### src/rtl/gpio_irq_arbiter.sv
// gpio_irq_arbiter
// Round-robin interrupt arbiter for a bank of GPIO channels. It picks one
// pending channel, raises IRQ to the CPU, waits for an acknowledge, pulses the
// channel's clear line, and then waits for the channel's interrupt level to
// fall. If the level does not fall in time, a sticky error flag is set.
module gpio_irq_arbiter #(
  parameter int N_CH       = 8,
  parameter int RES_CYCLES = 3,
  parameter int DRAIN_MAX  = 7
) (
  input  logic                     CLK,
  input  logic                     RST_N,
  input  logic [N_CH-1:0]          INTR,
  input  logic [N_CH-1:0]          IRQ_MASK,
  input  logic                     IRQ_ACK,
  output logic                     IRQ,
  output logic [$clog2(N_CH)-1:0]  IRQ_ID,
  output logic [N_CH-1:0]          IRQRES,
  output logic                     BUSY,
  output logic                     ERR
);

  localparam int IDW     = $clog2(N_CH);
  localparam int CNT_MAX = (RES_CYCLES > DRAIN_MAX) ? RES_CYCLES : DRAIN_MAX;
  localparam int CW      = $clog2(CNT_MAX + 1);

  localparam logic [CW-1:0]  RES_LAST   = CW'(RES_CYCLES - 1);
  localparam logic [CW-1:0]  DRAIN_LAST = CW'(DRAIN_MAX - 1);
  localparam logic [IDW-1:0] ID_LAST    = IDW'(N_CH - 1);

  localparam logic [1:0] ST_IDLE  = 2'd0;
  localparam logic [1:0] ST_GRANT = 2'd1;
  localparam logic [1:0] ST_CLEAR = 2'd2;
  localparam logic [1:0] ST_DRAIN = 2'd3;

  logic [1:0]      state;
  logic [IDW-1:0]  ptr;
  logic [CW-1:0]   cnt;
  logic            irq_q;
  logic [IDW-1:0]  irq_id_q;
  logic [N_CH-1:0] irqres_q;
  logic            busy_q;
  logic            err_q;

  logic [N_CH-1:0] pending;
  logic            sel_found;
  logic [IDW-1:0]  sel_idx;
  logic [IDW-1:0]  ptr_after;

  assign pending = INTR & IRQ_MASK;

  // Round-robin pick: first pending channel at or above ptr, wrapping around.
  always_comb begin
    sel_found = 1'b0;
    sel_idx   = '0;
    for (int i = 0; i < N_CH; i++) begin
      if (!sel_found && pending[(int'(ptr) + i) % N_CH]) begin
        sel_found = 1'b1;
        sel_idx   = IDW'((int'(ptr) + i) % N_CH);
      end
    end
  end

  // The channel just served drops to lowest priority on the next round.
  always_comb begin
    ptr_after = (irq_id_q == ID_LAST) ? '0 : (irq_id_q + IDW'(1));
  end

  // Arbiter FSM; every output is a flop written alongside the state change,
  // and the counter is cleared whenever a new state is entered.
  always_ff @(posedge CLK or negedge RST_N) begin
    if (!RST_N) begin
      state    <= ST_IDLE;
      ptr      <= '0;
      cnt      <= '0;
      irq_q    <= 1'b0;
      irq_id_q <= '0;
      irqres_q <= '0;
      busy_q   <= 1'b0;
      err_q    <= 1'b0;
    end else begin
      case (state)
        ST_IDLE: begin
          if (sel_found) begin
            state    <= ST_GRANT;
            irq_id_q <= sel_idx;
            irq_q    <= 1'b1;
            busy_q   <= 1'b1;
            cnt      <= '0;
          end
        end
        ST_GRANT: begin
          if (!pending[irq_id_q]) begin
            state  <= ST_IDLE;
            irq_q  <= 1'b0;
            busy_q <= 1'b0;
            cnt    <= '0;
          end else if (IRQ_ACK) begin
            state    <= ST_CLEAR;
            irq_q    <= 1'b0;
            ptr      <= ptr_after;
            irqres_q <= N_CH'(1) << irq_id_q;
            cnt      <= '0;
          end
        end
        ST_CLEAR: begin
          if (cnt == RES_LAST) begin
            state    <= ST_DRAIN;
            irqres_q <= '0;
            cnt      <= '0;
          end else begin
            cnt <= cnt + CW'(1);
          end
        end
        ST_DRAIN: begin
          if (!INTR[irq_id_q]) begin
            state  <= ST_IDLE;
            busy_q <= 1'b0;
            cnt    <= '0;
          end else if (cnt == DRAIN_LAST) begin
            state  <= ST_IDLE;
            err_q  <= 1'b1;
            busy_q <= 1'b0;
            cnt    <= '0;
          end else begin
            cnt <= cnt + CW'(1);
          end
        end
        default: begin
          state    <= ST_IDLE;
          irq_q    <= 1'b0;
          irqres_q <= '0;
          busy_q   <= 1'b0;
          cnt      <= '0;
        end
      endcase
    end
  end

  assign IRQ    = irq_q;
  assign IRQ_ID = irq_id_q;
  assign IRQRES = irqres_q;
  assign BUSY   = busy_q;
  assign ERR    = err_q;

endmodule

### config.mk
export PLATFORM = sky130hd
export DESIGN_NAME = gpio_irq_arbiter
export DESIGN_NICKNAME = d
export VERILOG_FILES = /design/src/rtl/gpio_irq_arbiter.sv
export SDC_FILE = /design/constraint.sdc
export NUM_CORES = 1
export LEC_CHECK = 0
export CORE_MARGIN = 3
export CORE_UTILIZATION = 37
export CTS_BUF_LIST = sky130_fd_sc_hd__clkbuf_4 sky130_fd_sc_hd__clkbuf_8
export DETAILED_ROUTE_END_ITERATION = 16
export GPL_ROUTABILITY_DRIVEN = 0
export GPL_TIMING_DRIVEN = 0
export PLACE_DENSITY = 0.69
export REMOVE_ABC_BUFFERS = 1
export SLEW_MARGIN = 30
export SYNTH_ARGS = -nofsm -noshare
export SYNTH_HDL_FRONTEND = slang
export SYNTH_SLANG_ARGS = --single-unit
### constraint.sdc
create_clock -name CLK -period 5.3 [get_ports CLK]
set_input_delay 0.795 -clock CLK [delete_from_list [all_inputs] [get_ports CLK]]
set_output_delay 0.795 -clock CLK [all_outputs]
set_load 0.05 [all_outputs]
==> results of run 1 <==
## power by group through the flow
stage	Clock [mW]	Combinational, mW	Sequential (mW)
2_1_floorplan	0	0.781	0.475
3_3_place_gp	0	1.19	0.356
3_5_place_dp	0	1.20	0.355
4_1_cts	0.160	1.21	0.354
5_1_grt	0.170	1.31	0.369
6_report	0.156	1.21	0.352
## worst max-delay path: stages, from the launching register on
cell	delay, ns
dfrtp_1	0.93
ha_1	0.39
xor2_1	0.44
mux4_2	0.40
mux2_4	0.32
or4b_1	0.73
o41ai_4	0.67
nor3_2	0.10
mux2_1	0.33
## Yosys cell counts (2+ instances only)
master | number | share of area
a211o_1 | 2 | 0.0075
dfrtp_1 | 22 | 0.23
o31a_1 | 2 | 0.0075
mux4_2 | 14 | 0.13
nand2b_1 | 4 | 0.011
mux4_1 | 4 | 0.045
o22ai_1 | 3 | 0.0080
mux2i_1 | 7 | 0.030
nand4_1 | 3 | 0.0080
ha_1 | 14 | 0.075
nand3b_1 | 3 | 0.0096
inv_1 | 22 | 0.035
a21oi_1 | 8 | 0.017
xor2_1 | 2 | 0.0075
nand2_1 | 27 | 0.043
buf_6 | 2 | 0.0096
and2_1 | 9 | 0.024
o211ai_1 | 2 | 0.0064
or3_1 | 2 | 0.0053
mux2_4 | 2 | 0.013
a31o_2 | 2 | 0.0075
o21ai_0 | 19 | 0.041
mux2_2 | 5 | 0.024
a31oi_1 | 5 | 0.013
a21o_1 | 2 | 0.0064
clkbuf_1 | 4 | 0.0064
a211oi_1 | 3 | 0.0096
a221oi_1 | 3 | 0.011
nor2_1 | 15 | 0.024
nand3_1 | 10 | 0.021
a21boi_0 | 3 | 0.0096
o31ai_1 | 4 | 0.013
## metal layers
| metal | GRT usage | share of wire | up-vias |
|---|---|---|---|
| met5 | 0 | 0 | - |
| met4 | 0.0158 | 0.0034 | 0 |
| met3 | 0.0173 | 0.056 | 2 |
| met2 | 0.258 | 0.47 | 72 |
| met1 | 0.228 | 0.47 | 999 |
| li1 | - | - | 1000 |
## cell families (layout without fill, tap and decap cells)
family	Yosys count	count (layout)	share of synthesized area
XOR/XNOR	2	2	0.00748
multiplexers	33	33	0.251
AO/OA/AOI/OAI	68	68	0.201
AND/OR/NAND/NOR	80	80	0.171
adder cells (fa/ha/maj)	14	14	0.0747
flip-flops	22	22	0.235
buffers and inverters	31	60	0.0598
## layout make-up
class | count | area, um^2 | area share
flip-flops and latches | 22 | 551 | 0.198
inverters | 24 | 95.1 | 0.0342
multi-input cells | 197 | 1650 | 0.595
clock inverters | 1 | 30.0 | 0.0108
repair buffers | 32 | 315 | 0.113
clock buffers | 3 | 41.3 | 0.0149
well taps | 75 | 93.8 | 0.0338
## per-stage QoR
step | total power, mW | setup slack, ns | cell area [um^2] | util
after floorplan | 1.26 | 1.46 | 2300 | -
after global placement | 1.54 | 0.903 | 2710 | 0.450
after detailed placement | 1.56 | 0.905 | 2710 | 0.449
after CTS | 1.72 | 0.879 | 2780 | 0.461
after global routing | 1.85 | 0.615 | 2780 | 0.461
final | 1.72 | 0.858 | 2780 | 0.461
## state kept, by name, summed over array words and instances (netlist names), named ones only
register	cells
ERR	1
IRQRES	8
ptr	3
IRQ_ID	3
BUSY	1
state	1
cnt	3
IRQ	1
## path summary, 6_finish.rpt
path | startpoint | endpoint | slack, ns
min in group asynchronous | RST_N | cnt[2]$_DFFE_PN0P_ | 0.49
min reg2reg | ERR$_DFFE_PN0P_ | ERR$_DFFE_PN0P_ | 0.47
max reg2reg | ptr[0]$_DFFE_PN0P_ | register | 0.86
max | ptr[0]$_DFFE_PN0P_ | register | 0.86
min | ERR$_DFFE_PN0P_ | ERR$_DFFE_PN0P_ | 0.47
max in group asynchronous | RST_N | ptr[2]$_DFFE_PN0P_ | 4.47
==> flow_summary.ini, run 1 <==
[timing]
worst_pin_slew_ns = 0.883
whs_ns = 0.470
setup_tns_ns = 0
fmax_mhz = 225
slew-limit-headroom = 0.411
fin_crit_ns = 4.44
fin_crit_sh = 0.838
rsz0062_at_grt = false
finalHoldViolCount = 0
clock-skew-final_ns = 0.00177
slew_viol_final = 0
setup_viol = 0

[synthesis]
synth_edf_count = 0
synth_warnings = 0
ys_ff_latch = 22
syn_avg_cell_area_um2 = 9.37
ys_types = 53
synth.yosys.seq_area_share = 0.235
ys.flop_type = dfrtp_1
synth_area_um2 = 2340
ys_async_sr_fraction = 1.00
synth_cells = 250

[power]
pwr-share-clk = 0.091
seqPwrFrac = 0.205
p_comb_frac = 0.704
p_int_mw = 0.861
switchingPower_mw = 0.856
ir_drop_mv = 0.341
power_density_nw_per_um2 = 618
swShare = 0.499
p_leak_nw = 1.13

[floorplan]
core_um2 = 6030
die_y_um = 85.6
die_width_um = 85.6
core.rowCount = 28
dieArea_um2 = 7320
io-pin-count = 33
start_util = 0.389

[clocking]
cts_sinks = 22
postCtsSetupBuffers = 0
clk_path_buf_depth = 2
clk_latency_ns = 0.26
clk_pin_slew_ns = 0.08
root_buffer = clkbuf_8
cts_resized = 0
cts_tree = yes
holdBufCountCts = 0
h-tree-depth = 1
cts_buffers = 3

[drt]
vias = 2073
wl_per_cell_um = 16.0
finalWirelength_um = 5660
drc = 0
ant_nets = 0
viasPerCell = 5.86
drtIter0Drc = 186
drt_pass1_iterations = 4

[final_layout]
mostFrequentLayoutCells = clkdlybuf4s50_1, nand2_1, dfrtp_1, inv_1, o21ai_0
n_antenna_cell = 0
syn2layout_area_growth_pct = 18.6
num-nets-final = 313
instances_no_fill = 354
fill_cells = 594
mostFrequentLayoutCell = clkdlybuf4s50_1
drive_gt1_frac = 0.115

[worst_setup_path]
ff2ff_path_depth = 8
worst-path-max-fanout = 20
crit_type = reg2reg
arrival_ns = 4.59
critPathRequiredTime_ns = 5.45
critPathCaptureType = register
worst_setup_path_start_kind = register

[place]
place_inst = 350
dp_hpwl_um = 4450
numPortBuffers = 32

[min_path]
hold_depth = 1
hold_class = reg2reg

[global_routing]
grt_pass1_wl_um = 9470
track_usage = 0.156
grt_start_max_net_pins = 23
first_global_vias = 1911
antenna_found_initial = 0
overflow = 0

[status]
status = finished, final reports clean

[run]
cap_viol_max_count = 0
Power figures use the tool's default switching activity.
==> run 2: changes to the inputs <==
Clock period 5.3 ns to 4.4 ns, I/O delays scaled along.
==> run 2 against run 1 <==
Effect of this change: highest routed layer unchanged; count of clock-buffer cells in the layout unchanged; register-to-register slack lost 0.61 ns; design area is essentially flat; combinational power up 20%; cell count unchanged; clock power grew 21%; non-clock buffer count unchanged; wire length increased by 0.42%; sequential share of layout area about the same.
==> flow_summary.ini, run 2 (synthesis results as in run 1) <==
[timing]
whs_ns = 0.353
worst_pin_slew_ns = 0.805
slew_viol_final = 0
rsz0062_at_grt = false
slew-limit-headroom = 0.463
setup_tns_ns = 0
finalHoldViolCount = 0
fin_crit_ns = 4.15
setup_viol = 0
fmax_mhz = 241
fin_crit_sh = 0.944
clock-skew-final_ns = 0.00249

[power]
p_int_mw = 1.04
seqPwrFrac = 0.206
finalPower_mw = 2.07
power_density_nw_per_um2 = 745
swShare = 0.499
p_leak_nw = 1.12
switchingPower_mw = 1.03
p_comb_frac = 0.702
ir_drop_mv = 0.418
pwr-share-clk = 0.091

[global_routing]
overflow = 0
grt_start_max_net_pins = 23
track_usage = 0.156
antenna_found_initial = 0
first_global_vias = 1911
grt_pass1_wl_um = 9470

[clocking]
clk_path_buf_depth = 2
cts_tree = yes
holdBufCountCts = 0
clk_pin_slew_ns = 0.08
clk_latency_ns = 0.26
h-tree-depth = 1
cts_sinks = 22
cts_buffers = 3
postCtsSetupBuffers = 0
root_buffer = clkbuf_8

[drt]
drc = 0
drtIter0Drc = 186
viasPerCell = 5.86
vias = 2075
wl_per_cell_um = 16.1
ant_nets = 0
finalWirelength_um = 5680
drt_pass1_iterations = 4

[worst_setup_path]
critPathCaptureType = register
critPathRequiredTime_ns = 4.55
crit_type = reg2reg
worst_setup_path_start_kind = register
reg2reg_from = ptr[1]$_DFFE_PN0P_
r2r_setup_slack_ns = 0.25
arrival_ns = 4.30
ff2ff_path_depth = 8
worst-path-max-fanout = 14

[place]
numPortBuffers = 32
dp_hpwl_um = 4450

[floorplan]
die_y_um = 85.6
start_util = 0.389
die_width_um = 85.6
io-pin-count = 33
core_um2 = 6030
core.rowCount = 28
dieArea_um2 = 7320

[final_layout]
num-nets-final = 313
utilization = 0.461
syn2layout_area_growth_pct = 18.6
drive_gt1_frac = 0.118
largest_register_ffs = 8
mostFrequentLayoutCells = clkdlybuf4s50_1, nand2_1, inv_1, dfrtp_1, o21ai_0
mostFrequentLayoutCell = clkdlybuf4s50_1
n_antenna_cell = 0

[status]
status = finished, final reports clean

[run]
cap_viol_max_count = 0

[min_path]
hold_class = in2async
[run 2: cell counts in the layout (fill, tap and decap cells not counted)]
No cell type changed its count.
[run 2: power by group through the flow]
stage,registers [mW],clock network (mW),logic (mW)
after floorplan,0.572,0,0.940
after global placement,0.429,0,1.43
after detailed placement,0.428,0,1.45
after CTS,0.427,0.192,1.45
after global routing,0.446,0.205,1.58
final,0.427,0.189,1.45
[run 2: layer usage]
layer | up-vias | GRT usage | wire [um]
li1 | 999 | - | -
met1 | 1005 | 0.228 | 2680
met3 | 2 | 0.0173 | 305
met4 | 0 | 0.0158 | 19
met2 | 69 | 0.258 | 2680
met5 | - | 0 | 0
[run 2: repair_timing]
action / in CTS / in global routing
setup endpoints to repair: 1 / 0
endpoints found under the hold margin: 0 / 0
resized for setup: 1 / 0
[run 2: cell type report]
cell class	count	area (um^2)
Fill cell	594	3250
Multi-Input combinational cell	197	1650
Sequential cell	22	552
Timing Repair Buffer	32	315
Inverter	24	95.1
Tap cell	75	93.8
Clock buffer	3	41.3
Clock inverter	1	30.0
[run 2: how the worst max path moves through the flow]
stage,from,to,cells past startpoint
final,ptr[1]$_DFFE_PN0P_,register,8
after global routing,ptr[1]$_DFFE_PN0P_,register,8
after CTS,ptr[0]$_DFFE_PN0P_,register,8
after detailed placement,ptr[0]$_DFFE_PN0P_,register,8
after global placement,ptr[0]$_DFFE_PN0P_,register,8
after floorplan,ptr[0]$_DFFE_PN0P_,BUSY$_DFFE_PN0P_,8
[run 2: worst max-delay path: stages (launching register included)]
cell	delay [ns]
dfrtp_1	0.67
ha_1	0.35
xor2_1	0.44
mux4_2	0.40
mux2_4	0.32
or4b_1	0.73
o41ai_4	0.67
nor3_2	0.10
mux2_1	0.33
[run 2: through the flow]
stage | worst slack (ns) | cell area, um^2 | cells
2_1_floorplan | 0.564 | 2300 | 243
3_5_place_dp | 0.00511 | 2710 | 350
4_1_cts | 0.274 | 2780 | 354
5_1_grt | 0.0257 | 2780 | 354
6_report | 0.248 | 2780 | 354
3_3_place_gp | 0.00277 | 2710 | 350
